**src/rtl/mdio_master_tx.sv**
```systemverilog
// MDIO management-frame transmitter: shifts out a 32-bit ST/OP/PHYAD/REGAD/TA/DATA
// frame on MDC = CLK/2 and, for read frames, captures 16 data bits from the PHY.
module mdio_master_tx (
    input  logic        clk_i,
    input  logic        reset_i,
    input  logic        mdio_start_i,
    input  logic [31:0] t_data_i,
    input  logic        mdio_in_i,
    output logic        mdc_o,
    output logic        mdio_out_o,
    output logic        mdio_oe_o,
    output logic        mdio_done_o,
    output logic [15:0] rd_data_o
);

    typedef enum logic [1:0] {IDLE, ACTIVE, DONE} state_t;

    state_t      state_q;
    logic [5:0]  edge_q;
    logic [5:0]  edge_d;
    logic [30:0] frame_q;
    logic [15:0] shift_q;
    logic        rd_q;
    logic        mdc_q, out_q, oe_q, done_q;
    logic [15:0] rd_data_q;

    assign edge_d = edge_q + 6'd1;

    always_ff @(posedge clk_i) begin
        if (reset_i) begin
            state_q   <= IDLE;
            edge_q    <= '0;
            frame_q   <= '0;
            shift_q   <= '0;
            rd_q      <= 1'b0;
            mdc_q     <= 1'b0;
            out_q     <= 1'b0;
            oe_q      <= 1'b0;
            done_q    <= 1'b0;
            rd_data_q <= '0;
        end else begin
            case (state_q)
                IDLE: begin
                    done_q <= 1'b0;
                    mdc_q  <= 1'b0;
                    oe_q   <= 1'b0;
                    out_q  <= 1'b0;
                    if (mdio_start_i) begin
                        state_q <= ACTIVE;
                        edge_q  <= '0;
                        frame_q <= t_data_i[30:0];
                        rd_q    <= (t_data_i[29:28] == 2'b10);
                        oe_q    <= 1'b1;
                        out_q   <= t_data_i[31];
                    end
                end
                ACTIVE: begin
                    if (edge_q == 6'd63) begin
                        state_q <= DONE;
                        mdc_q   <= 1'b0;
                        oe_q    <= 1'b0;
                        out_q   <= 1'b0;
                        done_q  <= 1'b1;
                        if (rd_q)
                            rd_data_q <= shift_q;
                    end else begin
                        edge_q <= edge_d;
                        mdc_q  <= edge_d[0];
                        // Data advances on MDC falling edges so it is stable at the PHY's rising-edge sample.
                        if (!edge_d[0]) begin
                            out_q   <= frame_q[30];
                            frame_q <= {frame_q[29:0], 1'b0};
                        end
                        // Read frames release the line from the turnaround onward.
                        if (rd_q && edge_d >= 6'd28) begin
                            oe_q  <= 1'b0;
                            out_q <= 1'b0;
                        end
                        if (rd_q && edge_d[0] && edge_d >= 6'd33)
                            shift_q <= {shift_q[14:0], mdio_in_i};
                    end
                end
                DONE: begin
                    done_q  <= 1'b0;
                    state_q <= IDLE;
                end
                default: state_q <= IDLE;
            endcase
        end
    end

    assign mdc_o       = mdc_q;
    assign mdio_out_o  = out_q;
    assign mdio_oe_o   = oe_q;
    assign mdio_done_o = done_q;
    assign rd_data_o   = rd_data_q;

endmodule

```
**config.mk**
```make
export PLATFORM = sky130hd
export DESIGN_NAME = mdio_master_tx
export DESIGN_NICKNAME = d
export VERILOG_FILES = /design/src/rtl/mdio_master_tx.sv
export SDC_FILE = /design/constraint.sdc
export NUM_CORES = 1
export LEC_CHECK = 0
export CAP_MARGIN = 20
export CORE_MARGIN = 4
export CORE_UTILIZATION = 47
export DETAILED_ROUTE_END_ITERATION = 10
export PLACE_DENSITY = 0.86
export SYNTH_ARGS = -nofsm -noshare
export SYNTH_HDL_FRONTEND = slang
export SYNTH_SLANG_ARGS = --single-unit
```
**constraint.sdc**
```tcl
create_clock -name clk_i -period 2.1 [get_ports clk_i]
set_input_delay 0.42 -clock clk_i [delete_from_list [all_inputs] [get_ports clk_i]]
set_output_delay 0.42 -clock clk_i [all_outputs]
set_load 0.02 [all_outputs]
```
Word level (Yosys, flattened, before mapping):

Cells that the tools add are included.
W data, S select, Z words.

* bits in registers: 76
* logic and storage cells: 63
* input bits: 36
* output and inout port bits: 20

* muxes and demuxes: 23
* $add $sub $neg: 1
* bitwise operators: 1
* order comparisons: 2
* reduce and logical (&&, ||, !) cells: 16
* equality and inequality tests: 10

Operators with widths (count)
* $mux W31: 3
* $pmux W31 S2: 1
* $mux W6: 2
* $pmux W6 S2: 1
* $reduce_and A2 Y1: 5
* $mux W1: 9
* $reduce_and A3 Y1: 3
* $ne A2 B2 Y1 const B: 4
* $pmux W1 S2: 4
* $add A6 B1 Y6 const B: 1
* $eq A6 B6 Y1 const B: 1
* $ge A6 B5 Y1 const B: 1
* $ge A6 B6 Y1 const B: 1
* $eq A2 B2 Y1 const B: 2
* $mux W2: 2
* $ne A4 B4 Y1 const B: 1
* $pmux W2 S2: 1
* $reduce_and A4 Y1: 1
* $reduce_bool A2 Y1: 2
* $logic_and A1 B1 Y1: 3
* $ne A3 B3 Y1 const B: 1
* $eq A2 B1 Y1 const B: 1
* $logic_not A2 Y1: 1
* $reduce_or A2 Y1: 1
* $not A1 Y1: 1

Logic depth before layout (Yosys ltp):

Gate-level depths: netlist (run 1).

* word-level depth: 6
* gate-level depth with buffers: 8

Worst setup path before layout (run 1):

No wires, ideal clock.

* path kind: flip-flop to flip-flop
* start: reg edge_q[0]
* end: reg shift_q[10]
* slack: -0.139 ns
* data arrival time: 2.167 ns
* clock period less this slack: 2.239 ns
* stages on the path, launching flop included: 9
* cells stage by stage: dfxtp_1 -> ha_1 -> and4_1 -> buf_6 -> a21o_1 -> buf_6 -> nor4_4 -> buf_6 -> mux2i_1

* cells in the longest elaborated chain, start to end: 4

Ends and longest elaborated chain
* from (decl): line 19 `logic [5:0] edge_q;`
* from (signal assigned): line 67 `edge_q <= edge_d;`
* $add A6 B1 Y6: line 27 `assign edge_d = edge_q + 6'd1;`
* $ge A6 B6 Y1 or $logic_and A1 B1 Y1 (tied branches): line 79 `if (rd_q && edge_d[0] && edge_d >= 6'd33)`
* $logic_and A1 B1 Y1: line 79
* $reduce_and A3 Y1 (no line) *
* to (signal assigned): line 80 `shift_q <= {shift_q[14:0], mdio_in_i};`
* to (decl): line 22 `logic [15:0] shift_q;`

Every way passes the cells marked *; elsewhere a longest branch is shown, timed or not.
A chain may end at the register's enable or synchronous reset.

Worst setup path after layout (run 1):

* start: in mdio_start_i
* end: reg frame_q[7]

* cells in the longest elaborated chain, start to end: 2

Ends and longest elaborated chain
* from (decl): line 6 `input logic mdio_start_i,`
* $ne A2 B2 Y1 (no line)
* $reduce_and A4 Y1 (no line)
* to (signal assigned): line 51 `frame_q <= t_data_i[30:0];`
* to (signal assigned): line 72 `frame_q <= {frame_q[29:0], 1'b0};`
* to (decl): line 21 `logic [30:0] frame_q;`

Every way passes these cells.

==> results of run 1 <==
==> area by class of cell <==
class                           count  area, um2  share of cell area (%)
Clock buffer                        9      123.9                   3.064
Multi-Input combinational cell    252       1506                   37.26
Sequential cell                    76       1523                   37.67
Clock inverter                      7      113.9                   2.816
Timing Repair Buffer               67      660.6                   16.34
Tap cell                           77      96.34                   2.383
Inverter                            5      18.77                  0.4643
==> metal layers <==
| layer | global-route usage, % | part of all wire, % |
|---|---|---|
| met1 | 23.72 | 44 |
| met2 | 29.62 | 46 |
| met4 | 5.357 | 1.0 |
| met5 | 0 | 0 |
| met3 | 8.514 | 8.5 |
==> Yosys cell counts, types with 2 or more instances <==
| master | number | area, um2 |
|---|---|---|
| a311oi_1 | 33 | 289.0 |
| nand2b_1 | 3 | 18.77 |
| dfxtp_1 | 76 | 1521 |
| a21oi_1 | 10 | 50.05 |
| o211ai_1 | 2 | 15.01 |
| ha_1 | 2 | 25.02 |
| a31oi_1 | 2 | 12.51 |
| inv_1 | 4 | 15.01 |
| buf_6 | 4 | 45.04 |
| clkbuf_1 | 17 | 63.81 |
| nor2_1 | 53 | 198.9 |
| and3_1 | 2 | 12.51 |
| nand3_1 | 3 | 15.01 |
| buf_2 | 7 | 35.03 |
| nor3_1 | 2 | 10.01 |
| nor2b_1 | 3 | 18.77 |
| nand2_1 | 85 | 319.1 |
| o21ai_0 | 2 | 10.01 |
| nand3b_1 | 2 | 15.01 |
| mux2i_1 | 33 | 330.3 |
==> through the flow <==
stage / utilization [%] / instances / setup TNS, ns / setup slack, ns
2_1_floorplan: - / 362 / 0 / 0.02349
3_3_place_gp: 58.91 / 477 / -0.1221 / -0.02132
3_5_place_dp: 58.91 / 477 / -1.558 / -0.1346
4_1_cts: 62.59 / 493 / 0 / 0.2008
5_1_grt: 62.59 / 493 / 0 / 0.1006
6_report: 62.59 / 493 / 0 / 0.2027
==> placed cells by master (no fill, tap or decap), types with 2 or more instances in the layout <==
cell	count
nand2_1	85
dfxtp_1	75
clkdlybuf4s50_1	54
nor2_1	53
a311oi_1	33
mux2i_1	33
a21oi_1	10
buf_4	10
clkbuf_8	9
inv_1	4
nand2b_1	3
nand3_1	3
clkinv_2	3
bufinv_16	3
nand3b_1	2
o21ai_0	2
nor3_1	2
a31oi_1	2
and3_1	2
o211ai_1	2
nor2b_1	2
buf_12	2
==> cell families after synthesis <==
group,synth area share (%)
and+or+nand+nor,21.05
DFF,48.03
AOI/OAI and AO/OA,14.46
muxes,10.43
buffers and inverters,5.252
adders and majority gates,0.7898
==> power by group through the flow <==
| stage | registers [uW] | logic, uW | clock network (uW) |
|---|---|---|---|
| 2_1_floorplan | 1580 | 213 | 0 |
| 3_3_place_gp | 1580 | 334 | 0 |
| 3_5_place_dp | 1590 | 347 | 0 |
| 4_1_cts | 1550 | 351 | 1360 |
| 5_1_grt | 1560 | 389 | 1430 |
| 6_report | 1550 | 350 | 1330 |
==> flip-flops by register name, indices dropped and copies added (netlist names) <==
signal       flops
mdio_oe_o        1
mdio_done_o      1
mdio_out_o       1
rd_data_o       16
mdc_o            1
state_q          2
frame_q         31
edge_q           6
shift_q         16
rd_q             1
==> worst max-delay path: cells and delay by family <==
family / cells / cell delay (ns)
simple gates: 2 / 0.49
buf+inv: 2 / 0.72
compound gates: 2 / 0.50
==> worst min path at each step <==
stage	endpoint
3_3_place_gp	shift_q[15]
3_5_place_dp	mdio_done_o
5_1_grt	frame_q[5]
4_1_cts	mdio_done_o
2_1_floorplan	shift_q[15]
6_report	shift_q[15]
==> summary.md, run 1 <==
| Metric | Value |
|---|---|
| Congestion Overflow GR | 0 |
| Post-CTS Hold Buffers | 0 |
| RSZ-0062 raised after global routing | false |
| Sequential power share | roughly 48% |
| Setup violators final | 0 |
| Synthesized cell area | 0.003168 mm2 |
| Chip width | 90.10 um |
| Synthesis-to-layout area growth | 27.61% |
| Startpoint types | input port |
| Drt pass-1 iters | 4 |
| Status | complete, no violations |
| CP arrival | 2.14 ns |
| Critical path, cell by cell | clkdlybuf4s50_1 > or3b_1 > a32oi_4 > buf_4 > nor2_1 > a311oi_1 |
| CTS tree | built |
| DR WL/cell | between 10 and 15 um |
| Number of placed I/O pins | 56 |
| First-pass GRT wire length | 12790 um |
| Fillers | roughly 530 |
| Net Sw Power | 776.8 uW |
| PostCTS Resize Cnt | 0 |
| Worst slew pin tran | 0.5367 ns |
| Crit path to | frame_q[7] |
| Final Slew Violations | 0 |
| Minimum clock period | around 1.9 ns |
| Drt via density | 5.507 |
| Peak supply drop | 0.6427 mV |
| Clock Sinks | 76 |
| Later-pin clock latency in the skew report | 0.35 ns |
| Flops & latches, synth | 76 |
| Layout cell share with drive strength beyond 1 | a little over 8% |
| Drt drc | 0 |
| Combinational Power Share | 10.8% |
| Number of H-tree levels | 3 |
| Yosys warning total | 0 |
| Hold Crit Depth | 2 |
| Post-synthesis area per instance | 8.751 um2 |
| Clock slew at reported path FFs | around 0.08 ns |
| Net Count, Synth | 400 |
| Starting DRT DRC Count | 165 |
| Final Wtd Congestion | 0.8639 |
| Worst Setup End Kind | flip-flop |
| Sw frac | between 20% and 30% |
| Headroom to the max-slew limit | between 60% and 70% |
| Detailed placement HPWL | 4812 um |
| Total core area | 0.006459 mm2 |
| CP max-delay cell | clkdlybuf4s50_1 |
| Ratio of final minimum period to clock period | 90.35% |
| Pwr/cell area | 800.0 mW/mm2 |
| Via count | 2715 |
| Fraction of registers with async set or reset after synthesis | 0% |
| Number of global-route vias before repair | 2782 |
| Post-DP Area | 0.003805 mm2 |
| Starting Density | 49.05% |
| Ant diodes | 0 |
| Crit path largest cell delay | ~0.46 ns |
| Class of the most critical setup path | input port to flip-flop |
| Fmax | 527.1 MHz |
| Post-CTS Setup Inserts | 0 |
| Max_cap viols | 0 |
| Cell row count | 29 |
| DIE AREA | 0.008118 mm2 |
| Clock Tree Root | clkbuf_8 |
| Clock Power Share | 41.1% |
| RR Endpoint | shift_q[5] |
| Worst Hold Class | flip-flop to flip-flop |
| Commonest register cell after synthesis | dfxtp_1 |
| Pin count of the biggest net entering global routing | 46 |
| GR Util All Layers | a little under a fifth |
| Post-synth EDFFs | 0 |
| Hold_sp | shift_q[15] |
| Leak pwr | 0.001571 uW |
| Syn Inst Count | 362 |
| Die Y | 90.10 um |
| IO buf count | 55 |
| Post-synthesis sequential area ratio | 48.03% |
| Reg-to-reg startpoint | edge_q[0] |
| CTS max path bufs | 2 |
| CP Launch Point | mdio_start_i |
| CTS buffer count | 9 |
| Max Fanout on Critical Path | 17 |
| Final count of hold timing violations | 0 |
| Nets | 449 |
| R2R depth | 6 |
| Distinct cell type count of the synthesized netlist | 37 |
| Skew final | 0.008562 ns |
| R2r setup slk | ~0.21 ns |
| Req. time, crit path | 2.34 ns |
| Hold slack | 0.4582 ns |
| Routed wire length | 7353 um |
| Internal power | 2457 uW |
| Initial antenna violation count | 0 |
| Tot Pwr | 3234 uW |
| Final instance area | just over 0.004 mm2 |
| Final ANT Viol Nets | 0 |
Note: power is estimated with default switching activity, not from simulation.
==> run 2: changes to the inputs <==
--- a/config.mk
+++ b/config.mk
@@ -5,11 +5,12 @@
 export SDC_FILE = /design/constraint.sdc
 export NUM_CORES = 1
 export LEC_CHECK = 0
+export ABC_AREA = 1
 export CAP_MARGIN = 20
 export CORE_MARGIN = 4
-export CORE_UTILIZATION = 47
+export CORE_UTILIZATION = 48
 export DETAILED_ROUTE_END_ITERATION = 10
-export PLACE_DENSITY = 0.86
+export PLACE_DENSITY = 0.87
 export SYNTH_ARGS = -nofsm -noshare
 export SYNTH_HDL_FRONTEND = slang
 export SYNTH_SLANG_ARGS = --single-unit
==> summary.md, run 2 <==
| Metric | Value |
|---|---|
| Reg-to-reg startpoint | edge_q[0] |
| Class of the most critical setup path | flip-flop to flip-flop |
| Flops & latches, synth | 76 |
| Top reg by flops | frame_q |
| Drt drc | 0 |
| CP delay by family, top | compound AO/OA/AOI/OAI gates |
| Status | complete, no violations |
| CTS max path bufs | 2 |
| DIE AREA | ~0.0085 mm2 |
| Drt pass-1 iters | 4 |
| Final Slew Violations | 0 |
| Via count | 3131 |
| Synthesized cell area | approximately 0.0034 mm2 |
| Total core area | just under 0.007 mm2 |
| Starting Density | between 40% and 50% |
| Number of global-route vias before repair | 2950 |
| First-pass GRT wire length | 12850 um |
| IO buf count | 55 |
| Net Count, Synth | 501 |
| Distinct cell type count of the synthesized netlist | 30 |
| CP arrival | 2.17 ns |
| Fraction of registers with async set or reset after synthesis | 0% |
| RSZ-0062 raised after global routing | false |
| Worst Hold Class | flip-flop to flip-flop |
| Cell row count | 30 |
| WP depth | 6 |
| Minimum clock period | about 1.9 ns |
| Leak pwr | 0.001629 uW |
| Post-DP Area | between 0.004 and 0.005 mm2 |
| Setup_tns | 0 ns |
| Worst Setup End Kind | flip-flop |
| Post-CTS Setup Inserts | 0 |
| DR WL/cell | ~12 um |
| Chip width | just over 90 um |
| Die Y | 92.28 um |
| Ant diodes | 0 |
| Final count of hold timing violations | 0 |
| Max Fanout on Critical Path | 6 |
| Clock Sinks | between 70 and 80 |
| Post-CTS Hold Buffers | 0 |
| Commonest register cell after synthesis | dfxtp_1 |
| Crit path largest cell delay | 0.52 ns |
| Most frequent cells after synthesis | nand2_1, dfxtp_1, inv_1 |
| Critical path, cell by cell | ha_1 > nand3_2 > nor2_4 > o21ai_0 > inv_1 > a211oi_2 |
| Post-synthesis sequential area ratio | 44.62% |
| Routed wire length | 7392 um |
| Detailed placement HPWL | 5156 um |
| Startpoint types | flip-flop |
| CTS buffer count | 9 |
| Final Wtd Congestion | a little over 0.8 |
| Clock slew at reported path FFs | around 0.08 ns |
| Drt via density | 5.108 |
| Initial antenna violation count | 0 |
| Peak supply drop | 0.3742 mV |
| Area contributors post-synth | dfxtp_1, nand2_1, o21ai_0, inv_1, a31oi_1 |
| Post-synth EDFFs | 0 |
| CTS tree | built |
| Req. time, crit path | roughly 2.4 ns |
| Most frequent cells in the layout | nand2_1, dfxtp_1, inv_1 |
| Most common cell in the synthesized netlist | nand2_1 |
| Starting DRT DRC Count | 168 |
| Fmax | 522.8 MHz |
| Synthesis-to-layout area growth | 23.85% |
| Layout cell share with drive strength beyond 1 | between 10% and 20% |
| Buf/Inv on CP | 1 |
| Max_cap viols | 0 |
| Later-pin clock latency in the skew report | 0.35 ns |
| Skew final | 0.01139 ns |
| Yosys warning total | 0 |
| PostCTS Resize Cnt | 0 |
| Clock Tree Root | clkbuf_8 |
| Pin count of the biggest net entering global routing | 40 |
| Syn Inst Count | 463 |
| Post-synthesis area per instance | 7.364 um2 |
| Max FFs per register | 31 |
| Headroom to the max-slew limit | 56.36% |
| Setup violators final | 0 |
| Congestion Overflow GR | 0 |
| Worst slew pin tran | 0.6477 ns |
| Number of H-tree levels | 3 |
| Area share of the largest cell type after synthesis | 44.62% |
| Final ANT Viol Nets | 0 |
| Most common cell after layout, fill and taps aside | nand2_1 |
| Hold_sp | rd_data_o[7] |
| Yosys top cell by area | dfxtp_1 |
| R2R depth | 6 |
| Final instance area | 0.004223 mm2 |
| Number of placed I/O pins | between 50 and 60 |
| Ratio of final minimum period to clock period | 91.08% |
| Pwr/cell area | 691.3 mW/mm2 |
| CP Launch Point | edge_q[0] |
| Nets | 550 |
| GR Util All Layers | 18.46% |
| CP max-delay cell | o21ai_0 |
| Hold Crit Depth | 2 |
-- run 2: cell types whose count changed in the layout (fill, tap and decap cells not counted), sizes merged, moves of 3 or more --
cell | before | now
nand2b | 3 | 0
o21ai | 2 | 49
mux2i | 33 | 0
a31oi | 2 | 30
nor2b | 3 | 0
nor2 | 53 | 27
nand2 | 85 | 121
nand4 | 1 | 21
a311oi | 33 | 0
a21oi | 10 | 24
nand3 | 3 | 13
inv | 5 | 64
bufinv | 3 | 0
-- run 2: final timing paths --
| kind | to | slack (ns) |
|---|---|---|
| setup / recovery | edge_q[0] | 0.19 |
| hold / removal | rd_data_o[7] | 0.44 |
| setup reg to reg | edge_q[0] | 0.19 |
| hold reg to reg | rd_data_o[7] | 0.44 |
-- run 2: cell families after synthesis --
logic type	Yosys count	share of synthesized area, %
flip-flops	76	44.62
AND/OR/NAND/NOR	183	25.21
buffers and inverters	94	11.38
XOR/XNOR	1	0.4772
adder cells (fa/ha/maj)	2	0.7338
AO/OA/AOI/OAI	107	17.58
-- run 2: routing by layer --
metal / global-route usage, % / wire, um
met5: 0 / 0
met4: 8.663 / 163
met3: 3.281 / 427
met2: 30.23 / 3340
met1: 23.52 / 3461
-- run 2: where the power goes --
group | internal (uW) | switching, uW | leakage (uW)
sequential | 1510 | 43.7 | 0.000621
clock | 463 | 543 | 0.0000855
combinational | 161 | 197 | 0.000923
total | 2140 | 783 | 0.00163
-- run 2: worst min-delay path: cells and delay by family (launching register included) --
kind / cells / cell delay (ns)
flip-flops: 1 / 0.31
AO/OA/AOI/OAI: 1 / 0.05
buffers and inverters: 1 / 0.04
-- run 2: layout make-up --
cell class	instances	area, um2
Fill cell	598	2609
Clock inverter	5	37.54
Tap cell	96	120.1
Inverter	65	249.0
Clock buffer	11	141.4
Sequential cell	76	1521
Timing Repair Buffer	67	653.1
Multi-Input combinational cell	293	1500
-- run 2: per-stage QoR --
stage	setup WS (ns)	total power (uW)	instances	util (%)	hold WS [ns]
after CTS	0.1848	2932	613	61.81	0.4470
after floorplan	0.4789	1799	463	-	0.4394
after global placement	0.2221	1929	597	59.19	0.4294
final	0.1873	2919	613	61.81	0.4441
after global routing	0.008963	3038	613	61.81	0.4633
after detailed placement	0.1266	1942	597	59.19	0.4350
==> run 3: changes to the inputs <==
--- a/config.mk
+++ b/config.mk
@@ -7,10 +7,11 @@
 export LEC_CHECK = 0
 export ABC_AREA = 1
 export CAP_MARGIN = 20
-export CORE_MARGIN = 4
+export CORE_MARGIN = 2
 export CORE_UTILIZATION = 48
 export DETAILED_ROUTE_END_ITERATION = 10
 export PLACE_DENSITY = 0.87
+export SKIP_LAST_GASP = 1
 export SYNTH_ARGS = -nofsm -noshare
 export SYNTH_HDL_FRONTEND = slang
 export SYNTH_SLANG_ARGS = --single-unit
==> summary.md, run 3 (synthesis gave the netlist of run 2 again) <==
| Metric | Value |
|---|---|
| Status | complete, no violations |
| Die Y | 88.28 um |
| Post-CTS Hold Buffers | 0 |
| Class of the most critical setup path | flip-flop to flip-flop |
| Final count of hold timing violations | 0 |
| Max Fanout on Critical Path | 17 |
| Pwr/cell area | 762.2 mW/mm2 |
| R2R depth | 10 |
| Initial antenna violation count | 0 |
| CP arrival | 2.09 ns |
| Post-CTS Setup Inserts | 0 |
| Reg-to-reg startpoint | edge_q[0] |
| Routed wire length | between 7000 and 8000 um |
| Met1 Usage GRT | 23.91% |
| Layout cell share with drive strength beyond 1 | between 10 and 15% |
| Final ANT Viol Nets | 0 |
| Starting DRT DRC Count | slightly below 200 |
| Worst slew pin tran | 0.6337 ns |
| Tot Pwr | between 3000 and 4000 uW |
| Max_cap viols | 0 |
| Clock slew at reported path FFs | 0.08 ns |
| RSZ-0062 raised after global routing | false |
| CP delay by family, top | simple AND/OR/NAND/NOR gates |
| Critical path, cell by cell | ha_1 > nand3_2 > nor2_4 > nor2_2 > nand4_4 > clkinv_4 > nand3_4 > nand2_2 > inv_1 > nor2_1 |
| Total core area | around 0.0068 mm2 |
| Minimum clock period | 1.844 ns |
| CTS buffer count | 9 |
| Starting Density | approximately 50% |
| Cell row count | 30 |
| Worst Hold Class | flip-flop to flip-flop |
| Fillers | 624 |
| CP max-delay cell | dfxtp_1 |
| Most frequent cells in the layout | nand2_1, dfxtp_1, inv_1 |
| Congestion Overflow GR | 0 |
| CTS tree | built |
| Fmax | 542.4 MHz |
| Most common cell after layout, fill and taps aside | nand2_1 |
| Final Slew Violations | 0 |
| Buf/Inv on CP | 2 |
| Skew final | 0.01168 ns |
| Nets | 548 |
| Detailed placement HPWL | 4973 um |
| Setup_tns | 0 ns |
| Drt drc | 0 |
| Ant diodes | 0 |
| Max FFs per register | 31 |
| Req. time, crit path | 2.35 ns |
| Later-pin clock latency in the skew report | between 0.3 and 0.4 ns |
| Headroom to the max-slew limit | 57.30% |
| Hold Crit Depth | 2 |
| Peak supply drop | 0.4470 mV |
| CTS max path bufs | 2 |
| Hold_sp | rd_data_o[1] |
| DR WL/cell | 12.19 um |
| Top reg by flops | frame_q |
| GR Util All Layers | 20.01% |
| Leak pwr | 0.001651 uW |
| Synthesis-to-layout area growth | 25.17% |
| IO buf count | 55 |
| First-pass GRT wire length | 12320 um |
| Chip width | between 80 and 90 um |
| Pin count of the biggest net entering global routing | 44 |
| Clock Sinks | 76 |
| CP Launch Point | edge_q[0] |
| WP depth | 10 |
| Setup violators final | 0 |
| Met2 track demand over resource | between 30 and 40% |
| Crit path largest cell delay | 0.43 ns |
| Number of placed I/O pins | 56 |
| Via count | 3110 |
| Top Usage Layer GRT | met2 |
| Hold slack | roughly 0.44 ns |
| Ratio of final minimum period to clock period | between 80% and 90% |
| Startpoint types | flip-flop |
| Drt pass-1 iters | 4 |
| Drt via density | 5.090 |
| PostCTS Resize Cnt | 0 |
| DIE AREA | 0.007793 mm2 |
| Met3 Use GR | 5.224% |
| Worst Setup End Kind | flip-flop |
| Number of H-tree levels | 3 |
| Clock Tree Root | clkbuf_8 |
| Number of global-route vias before repair | 2891 |
| Final Wtd Congestion | 0.8431 |
==> run 3: changes by cell type in the layout (fill, tap and decap cells not counted) <==
cell / previous run / this run
bufinv_16: 0 / 3
buf_4: 11 / 9
clkinv_4: 3 / 1
clkbuf_8: 10 / 9
clkinvlp_4: 2 / 1
inv_6: 0 / 1
==> run 3: worst reg2reg max path, stage by stage (launching register included) <==
cell,delay [ns]
dfxtp_1,0.43
ha_1,0.24
nand3_2,0.14
nor2_4,0.18
nor2_2,0.08
nand4_4,0.08
clkinv_4,0.14
nand3_4,0.23
nand2_2,0.08
inv_1,0.08
nor2_1,0.05
==> run 3: cell type report <==
cell class | count | area, um2 | share of cell area, %
tap | 96 | 120.1 | 2.814
clock buffer | 10 | 127.6 | 2.990
multi-input combinational | 293 | 1500 | 35.15
inverter | 65 | 249.0 | 5.834
clock inverter | 6 | 111.4 | 2.609
sequential | 76 | 1521 | 35.65
timing repair buffer | 65 | 638.1 | 14.95
==> run 3: worst paths after layout <==
kind	endpoint	slack [ns]
max	shift_q[14]	0.26
min	rd_data_o[1]	0.44
max reg2reg	shift_q[14]	0.26
min reg2reg	rd_data_o[1]	0.44
==> run 3: metrics by stage <==
stage | cells | setup WS, ns | area, um2 | utilization, %
detailed placement | 595 | 0.2315 | 4029 | 58.97
finish | 611 | 0.2563 | 4268 | 62.47
CTS | 611 | 0.2651 | 4268 | 62.47
global placement | 595 | 0.3085 | 4029 | 58.97
floorplan | 463 | 0.4789 | 3410 | -
global route | 611 | 0.08740 | 4268 | 62.47
==> run 3: power breakdown <==
| part | switching (uW) | total [uW] | internal, uW |
|---|---|---|---|
| clock | 553 | 1340 | 792 |
| sequential | 42.4 | 1550 | 1510 |
| combinational | 197 | 354 | 158 |
==> run 3: per-layer routing <==
metal	vias up	routed length (um)
met4	0	151
li1	1598	-
met5	-	0
met3	17	417
met2	104	3572
met1	1391	3306
